## config.mk

```make
export PLATFORM = sky130hd
export DESIGN_NAME = sim_run_ctrl_flat
export DESIGN_NICKNAME = d
export VERILOG_FILES = /design/src/rtl/sim_run_ctrl_if.sv /design/src/rtl/sim_run_ctrl.sv /design/src/flat_wrapper.sv
export SDC_FILE = /design/constraint.sdc
export NUM_CORES = 1
export LEC_CHECK = 0
export CORE_MARGIN = 3
export CORE_UTILIZATION = 48
export DETAILED_ROUTE_END_ITERATION = 10
export MAX_ROUTING_LAYER = met4
export PLACE_DENSITY_LB_ADDON = 0.1
export SYNTH_ARGS = -nofsm -noshare
export SYNTH_HDL_FRONTEND = slang
export SYNTH_SLANG_ARGS = --single-unit
```

## constraint.sdc

```tcl
create_clock -name gm_clk -period 1.85 [get_ports gm_clk]
set_clock_uncertainty 0.1 [all_clocks]
set_input_delay 0.185 -clock gm_clk [delete_from_list [all_inputs] [get_ports gm_clk]]
set_output_delay 0.185 -clock gm_clk [all_outputs]
set_load 0.005 [all_outputs]
```

## src/rtl/sim_run_ctrl_if.sv

```systemverilog
// sim_run_ctrl_if: run-control bus between the simulation harness and the run controller
interface sim_run_ctrl_if #(
    parameter int N_CH  = 4,
    parameter int CNT_W = 32
);
    logic             start;
    logic [N_CH-1:0]  ch_done;
    logic [N_CH-1:0]  ch_act;
    logic             dut_rst_n;
    logic             heartbeat;
    logic [CNT_W-1:0] cycle_cnt;
    logic [2:0]       state;
    logic [N_CH-1:0]  done_mask;
    logic             finish;
    logic             timeout;
    logic [N_CH-1:0]  stall;
    modport master (
        output start, ch_done, ch_act,
        input  dut_rst_n, heartbeat, cycle_cnt, state, done_mask, finish, timeout, stall
    );
    modport slave (
        input  start, ch_done, ch_act,
        output dut_rst_n, heartbeat, cycle_cnt, state, done_mask, finish, timeout, stall
    );
endinterface

```

## src/rtl/sim_run_ctrl.sv

```systemverilog
// sim_run_ctrl: simulation run sequencer (reset hold, run, completion/timeout); STALL_WDOG_EN adds per-channel stall watchdogs
module sim_run_ctrl #(
    parameter int N_CH        = 4,
    parameter int RST_CYC     = 100,
    parameter int HB_CYC      = 5000,
    parameter int TIMEOUT_CYC = 25000,
    parameter int CNT_W       = 32,
    parameter int STALL_CYC   = 1000
) (
    input logic           gm_clk,
    input logic           rst,
    sim_run_ctrl_if.slave bus
);
    typedef enum logic [2:0] {
        IDLE     = 3'd0,
        RST_HOLD = 3'd1,
        RUN      = 3'd2,
        DONE     = 3'd3,
        TMO      = 3'd4
    } state_t;

    localparam int RST_W = $clog2(RST_CYC + 1);
    localparam int HB_W  = $clog2(HB_CYC);

    state_t           st;
    logic [RST_W-1:0] rst_cnt;
    logic [HB_W-1:0]  hb_cnt;
    logic [CNT_W-1:0] cnt;
    logic [N_CH-1:0]  dmask;
    logic [N_CH-1:0]  dnext;
    logic             rst_n_q;
    logic             hb;
    logic             fin;
    logic             tmo;

    assign dnext = dmask | bus.ch_done;

    // run sequencer; completion is checked before timeout so a same-cycle tie ends in DONE
    always_ff @(posedge gm_clk) begin
        if (rst) begin
            st      <= IDLE;
            rst_cnt <= '0;
            hb_cnt  <= '0;
            cnt     <= '0;
            dmask   <= '0;
            rst_n_q <= 1'b0;
            hb      <= 1'b0;
            fin     <= 1'b0;
            tmo     <= 1'b0;
        end else begin
            hb <= 1'b0;
            case (st)
                IDLE: if (bus.start) st <= RST_HOLD;
                RST_HOLD: begin
                    if (rst_cnt == RST_W'(RST_CYC - 1)) begin
                        st      <= RUN;
                        rst_n_q <= 1'b1;
                    end else begin
                        rst_cnt <= rst_cnt + 1'b1;
                    end
                end
                RUN: begin
                    dmask <= dnext;
                    if (&dnext) begin
                        st  <= DONE;
                        fin <= 1'b1;
                    end else if (cnt == CNT_W'(TIMEOUT_CYC - 1)) begin
                        st  <= TMO;
                        tmo <= 1'b1;
                    end else if (cnt != '1) begin
                        cnt    <= cnt + 1'b1;
                        hb_cnt <= (hb_cnt == HB_W'(HB_CYC - 1)) ? '0 : hb_cnt + 1'b1;
                        hb     <= hb_cnt == HB_W'(HB_CYC - 2);
                    end
                end
                default: ;
            endcase
        end
    end

    assign bus.state     = st;
    assign bus.dut_rst_n = rst_n_q;
    assign bus.heartbeat = hb;
    assign bus.cycle_cnt = cnt;
    assign bus.done_mask = dmask;
    assign bus.finish    = fin;
    assign bus.timeout   = tmo;

`ifdef STALL_WDOG_EN
    localparam int STL_W = $clog2(STALL_CYC + 1);

    logic [STL_W-1:0] stl_cnt [N_CH];
    logic [N_CH-1:0]  stl;

    // per-channel inactivity watchdog; counts only while running and saturates at the limit
    always_ff @(posedge gm_clk) begin
        for (int i = 0; i < N_CH; i++) begin
            if (rst) begin
                stl_cnt[i] <= '0;
                stl[i]     <= 1'b0;
            end else if (st == RUN) begin
                if (bus.ch_act[i] || dmask[i]) begin
                    stl_cnt[i] <= '0;
                end else if (stl_cnt[i] != STL_W'(STALL_CYC)) begin
                    stl_cnt[i] <= stl_cnt[i] + 1'b1;
                    if (stl_cnt[i] == STL_W'(STALL_CYC - 1)) stl[i] <= 1'b1;
                end
            end
        end
    end

    assign bus.stall = stl;
`else
    assign bus.stall = '0;
`endif
endmodule

```

## src/flat_wrapper.sv

```systemverilog
// flat-port wrapper written by rule: the top's interface ports become plain ports
module sim_run_ctrl_flat 
#(
    parameter int N_CH        = 4,
    parameter int RST_CYC     = 100,
    parameter int HB_CYC      = 5000,
    parameter int TIMEOUT_CYC = 25000,
    parameter int CNT_W       = 32,
    parameter int STALL_CYC   = 1000
)
  (gm_clk, rst, bus_start, bus_ch_done, bus_ch_act, bus_dut_rst_n, bus_heartbeat, bus_cycle_cnt, bus_state, bus_done_mask, bus_finish, bus_timeout, bus_stall);
  sim_run_ctrl_if #(.N_CH(N_CH), .CNT_W(CNT_W)) bus_i ();
  input logic gm_clk;
  input logic rst;
  input wire logic [$bits(bus_i.start)-1:0] bus_start;
  input wire logic [$bits(bus_i.ch_done)-1:0] bus_ch_done;
  input wire logic [$bits(bus_i.ch_act)-1:0] bus_ch_act;
  output wire logic [$bits(bus_i.dut_rst_n)-1:0] bus_dut_rst_n;
  output wire logic [$bits(bus_i.heartbeat)-1:0] bus_heartbeat;
  output wire logic [$bits(bus_i.cycle_cnt)-1:0] bus_cycle_cnt;
  output wire logic [$bits(bus_i.state)-1:0] bus_state;
  output wire logic [$bits(bus_i.done_mask)-1:0] bus_done_mask;
  output wire logic [$bits(bus_i.finish)-1:0] bus_finish;
  output wire logic [$bits(bus_i.timeout)-1:0] bus_timeout;
  output wire logic [$bits(bus_i.stall)-1:0] bus_stall;
  assign bus_i.start = bus_start;
  assign bus_i.ch_done = bus_ch_done;
  assign bus_i.ch_act = bus_ch_act;
  assign bus_dut_rst_n = bus_i.dut_rst_n;
  assign bus_heartbeat = bus_i.heartbeat;
  assign bus_cycle_cnt = bus_i.cycle_cnt;
  assign bus_state = bus_i.state;
  assign bus_done_mask = bus_i.done_mask;
  assign bus_finish = bus_i.finish;
  assign bus_timeout = bus_i.timeout;
  assign bus_stall = bus_i.stall;
  sim_run_ctrl #(.N_CH(N_CH), .RST_CYC(RST_CYC), .HB_CYC(HB_CYC), .TIMEOUT_CYC(TIMEOUT_CYC), .CNT_W(CNT_W), .STALL_CYC(STALL_CYC)) u_core (.gm_clk(gm_clk), .rst(rst), .bus(bus_i));
endmodule
```

==> reports/metrics.yaml, run 1 <==
yosysWarningCount: 0
grt_use_met3_pct: 4.68
violations: "setup timing"
gr-total-overflow: 0
antenna_found_initial: 0
syn_inst: 410
synth_top_area_share_pct: 35.6
grt_pass1_vias: 4169
cap_violations: 0
nets: 610
n_antenna_cell: 0
path_class: "reg2reg"
setup_violations: 49
core_um2: 6980
clock_sinks: 63
max_freq_mhz: 440
rows: 30
grt_max_degree: 30
wl_per_cell_um: 24.6
hold_class: "in2reg"
yosysTopAreaCell: "dfxtp_1"
final_cell_mix: "buf_4 (117), clkdlybuf4s50_1 (48), dfxtp_1 (31), nor2_1 (27), a21oi_1 (27)"
avgSynthCellArea_um2: 8.64
worstMarginPinSlew_ns: 0.677
cts_root_buf: "clkbuf_8"
outcome: "finished with violations"
max-vdd-ir-drop_mv: 0.680
syn2layout_area_growth_pct: 72.3
path_clk_slew_ns: 0.08
cts_tree: "done"
intPower_uw: 2480
grt.total_usage_pct: 33.1
die_y_um: 91.9
fp.dieArea_um2: 8450
crit_required_ns: 2.02
finalCritPeriodShare_pct: 123
p_leak_uw: 0.00235
p_total_uw: 3760
synthTopCellsByArea: "dfxtp_1 (36%), a21oi_1 (5.2%), o31ai_1 (4.0%)"
first_iter_violations: 634
use_met2_pct: 51.5
tns_ns: -14.09
hold_viol_final: 0
clkPwrFrac_pct: 28.6
holdBufCountCts: 0
synth_seq_area_share_pct: 35.6
synth_ff_type: "dfxtp_1"
gp_congestion: 0.994
power.switching_uw: 1280
grt_pass1_wl_mm: 21.6
p_per_area_nw_per_um2: 615
fillerInstances: 343
h-tree-depth: 3
fin_cells: 696
dp_hpwl_mm: 8.02
synth_cell_types: 67
fin_ws_ns: -0.421
synth_edf_count: 0
cts_max_path_buffers: 2
end_kind: "flop"
die_w_um: 91.9
netlist_area_um2: 3540
critPathMaxFanout: 6
rsz0062_at_grt: "yes"
numPortBuffers: 49
wl_mm: 17.1
drtPass1Iterations: 5
drive_above_1_share_pct: 49.5
min_period_ns: 2.27
gr-usage-met1_pct: 42.3
p_comb_share_pct: 31.7
antenna_left: 0
io-pin-count: 58
final_max_slew_viol_count: 0
num_vias: 4749
slew_headroom_pct: 54.4
final_common_cell: "buf_4"
ys_ff_latch: 63
cts_made_buffers: 9
start_util_pct: 50.7
dp_cells: 646
arrival_ns: 2.44
start_kind: "flop"
synthArstFlopShare_pct: 0
grt_busiest_layer: "met2"
clk_latency_ns: 0.36
p_sw_share_pct: 34.1
drcViolationCount: 0
viasPerCell: 6.82
seqPwrFrac_pct: 39.7
## routing by layer
layer  routed length, µm  part of all wire [%]
met1                6160                    36
met2                8060                    47
met3                1650                   9.6
met4                1230                   7.2
met5                   0                     0
## metrics by stage
stage	hold slack, ns	area [µm²]	setup slack [ns]	utilization, %
global route	0.195	6100	-0.464	87.4
floorplan	0.226	3670	-0.0502	-
finish	0.179	6100	-0.421	87.4
CTS	0.155	5690	-0.191	81.5
detailed placement	0.358	4990	-0.496	71.5
global placement	0.335	4990	-0.388	71.5
## worst paths after layout
path / start / endpoint / slack [ns] / depth (start not counted)
max: u_core.bus.cycle_cnt[1] / u_core.bus.cycle_cnt[6] / -0.42 / 9
min: rst / u_core.bus.timeout / 0.18 / 2
max reg2reg: u_core.bus.cycle_cnt[1] / u_core.bus.cycle_cnt[6] / -0.42 / 9
min reg2reg: u_core.bus.finish / u_core.bus.finish / 0.37 / 2
## power by group through the flow
stage / Clock [µW] / Combinational [µW] / Sequential (µW)
after floorplan: 0 / 444 / 1540
after global placement: 0 / 870 / 1520
after detailed placement: 0 / 888 / 1520
after CTS: 1040 / 1010 / 1490
after global routing: 1110 / 1230 / 1490
final: 1080 / 1190 / 1490
## what timing repair did
action,in CTS,in global routing
buffers inserted,24,13
gates cloned,1,0
resized for setup,74,74
setup endpoints to repair,47,51
pin swaps,37,37
## critical path, stage by stage, from the launching register on
cell,delay (ns)
dfxtp_4,0.36
ha_4,0.16
and3_4,0.19
nand4_1,0.16
buf_4,0.16
o21ai_4,0.08
buf_12,0.14
buf_8,0.12
or4_1,0.55
a21oi_1,0.16
## sequential cells by signal, indices dropped and copies added, names as in the netlist
| register | cells |
|---|---|
| u_core.bus.done_mask | 4 |
| u_core.bus.state | 3 |
| u_core.bus.cycle_cnt | 32 |
| u_core.hb_cnt | 13 |
| u_core.bus.timeout | 1 |
| u_core.rst_cnt | 7 |
| u_core.bus.finish | 1 |
| u_core.bus.heartbeat | 1 |
| u_core.bus.dut_rst_n | 1 |
## cell families after synthesis
group / Yosys count / share of synthesized area, %
compound gates: 96 / 17.9
mux: 7 / 2.30
xor+xnor: 7 / 1.73
other cells: 1 / 0.106
fa+ha+maj: 4 / 1.41
simple gates: 196 / 35.0
buf+inv: 36 / 5.90
flops: 63 / 35.6
## cells in the mapped netlist, drive strengths merged, types with 2 or more instances
| library cell | count |
|---|---|
| dfxtp | 63 |
| a21oi | 37 |
| nor2 | 28 |
| nand2 | 27 |
| nand3 | 24 |
| o31ai | 19 |
| or4 | 18 |
| buf | 17 |
| nor4 | 17 |
| nor3 | 16 |
| nand4 | 15 |
| and3 | 11 |
| o21ai | 11 |
| clkbuf | 10 |
| inv | 9 |
| and4 | 8 |
| or3 | 8 |
| mux2 | 6 |
| nor2b | 6 |
| a211oi | 4 |
| a31oi | 4 |
| ha | 4 |
| nor4b | 4 |
| xnor2 | 4 |
| nor3b | 3 |
| o21a | 3 |
| o221a | 3 |
| o41ai | 3 |
| xor2 | 3 |
| nand2b | 2 |
| nand4b | 2 |
| o211ai | 2 |
| o22ai | 2 |
| o311ai | 2 |
## cell type report
| cell class | count | area, µm² | area share, % |
|---|---|---|---|
| Timing Repair Buffer | 198 | 1800 | 29.4 |
| Multi-Input combinational cell | 314 | 2670 | 43.8 |
| Tap cell | 96 | 120 | 1.97 |
| Clock buffer | 12 | 135 | 2.21 |
| Clock inverter | 4 | 25.0 | 0.410 |
| Sequential cell | 63 | 1320 | 21.7 |
| Inverter | 9 | 33.8 | 0.553 |
Note: power is estimated with default switching activity, not from simulation.
==> run 2: changes to the inputs <==
CELL_PAD_IN_SITES_DETAIL_PLACEMENT = 1   (was unset)
CELL_PAD_IN_SITES_GLOBAL_PLACEMENT = 1   (was unset)
CORE_UTILIZATION = 36   (was 48)
==> reports/metrics.yaml, run 2 (synthesized netlist as in run 1, its figures left out) <==
clk_latency_ns: 0.37
p_total_uw: 4280
violations: "setup timing"
fin_ws_ns: -0.483
worstMarginPinSlew_ns: 0.542
path_clk_slew_ns: 0.08
cts_made_buffers: 9
finalCritPeriodShare_pct: 126
rsz0062_at_grt: "yes"
p_per_area_nw_per_um2: 661
slew_headroom_pct: 63.6
end_kind: "flop"
path_class: "reg2reg"
antenna_left: 0
largest_register_ff_count: 32
syn2layout_area_growth_pct: 82.9
start_util_pct: 37.6
first_iter_violations: 348
wl_mm: 21.0
viasPerCell: 6.31
fillerInstances: 989
drtPass1Iterations: 5
fin_cells: 743
grt_max_degree: 46
final_max_slew_viol_count: 0
numPortBuffers: 49
gp_congestion: 0.884
cts_root_buf: "clkbuf_8"
cap_violations: 0
wl_per_cell_um: 28.3
die_w_um: 105
p_leak_uw: 0.00247
clock_sinks: 63
grt_pass1_wl_mm: 27.8
outcome: "finished with violations"
rows: 35
max-vdd-ir-drop_mv: 0.556
cts_max_path_buffers: 2
cts_tree: "done"
setup_violations: 51
num_vias: 4688
drive_above_1_share_pct: 54.1
h-tree-depth: 3
die_y_um: 105
final_common_cell: "buf_4"
antenna_found_initial: 0
dp_hpwl_mm: 9.65
drcViolationCount: 0
crit_required_ns: 2.01
io-pin-count: 58
critPathMaxFanout: 8
final_cell_mix: "buf_4 (111), clkdlybuf4s50_1 (48), buf_6 (42), dfxtp_1 (31), nor2_1 (27)"
start_kind: "flop"
grt.total_usage_pct: 32.9
max_freq_mhz: 429
nets: 624
dp_cells: 693
min_period_ns: 2.33
core_um2: 9420
grt_pass1_vias: 4893
fp.dieArea_um2: 11100
gr-total-overflow: 0
holdBufCountCts: 0
hold_viol_final: 0
n_antenna_cell: 0
hold_class: "in2reg"
arrival_ns: 2.49
[run 2: routing by layer]
layer | vias up | global-route usage, % | share of wire [%]
met4 | 0 | 13.9 | 5.9
met5 | - | - | 0
met3 | 107 | 5.19 | 6.8
li1 | 1963 | - | -
met1 | 2333 | 39.6 | 39
met2 | 285 | 54.6 | 49
[run 2: power by group]
| part | switching (µW) | internal [µW] | total, µW |
|---|---|---|---|
| clock | 655 | 666 | 1320 |
| combinational | 741 | 724 | 1460 |
| sequential | 71.6 | 1420 | 1500 |
| total | 1470 | 2810 | 4280 |
[run 2: cell type report]
type / count / area, µm² / area share (%)
multi-input cells: 314 / 2770 / 42.7
clock buffers: 10 / 138 / 2.12
inverters: 9 / 33.8 / 0.521
repair buffers: 212 / 1990 / 30.8
well taps: 129 / 161 / 2.49
clock inverters: 6 / 65.1 / 1.00
flip-flops and latches: 63 / 1320 / 20.4
[run 2: worst paths after layout]
| kind | from | end | slack [ns] | depth (start not counted) |
|---|---|---|---|---|
| setup / recovery | u_core.bus.cycle_cnt[27] | u_core.hb_cnt[10] | -0.48 | 7 |
| hold reg to reg | u_core.bus.finish | u_core.bus.finish | 0.40 | 2 |
| setup reg to reg | u_core.bus.cycle_cnt[27] | u_core.hb_cnt[10] | -0.48 | 7 |
| hold / removal | rst | u_core.bus.cycle_cnt[8] | 0.21 | 3 |
[run 2: what timing repair did]
item / in CTS / in global routing
pin swaps: 50 / 43
cloned: 1 / 1
setup buffers: 32 / 6
resized for setup: 100 / 83
setup endpoints to repair: 47 / 57
[run 2: metrics by stage]
step	setup TNS [ns]	hold WS [ns]	utilization, %	cell area, µm²	setup WS, ns
2_1_floorplan	-0.393	0.226	-	3670	-0.0502
3_3_place_gp	-12.03	0.336	54.7	5150	-0.490
3_5_place_dp	-15.07	0.345	54.7	5150	-0.533
4_1_cts	-5.19	0.203	64.1	6030	-0.200
5_1_grt	-17.76	0.228	68.8	6480	-0.524
6_report	-15.77	0.209	68.8	6480	-0.483
[run 2: worst max-delay path: stages (launching register included)]
cell      delay [ns]
dfxtp_2         0.37
nor4_1          0.42
nand4_1         0.27
buf_4           0.24
o211ai_1        0.27
buf_6           0.21
nor3_2          0.05
o221a_2         0.27
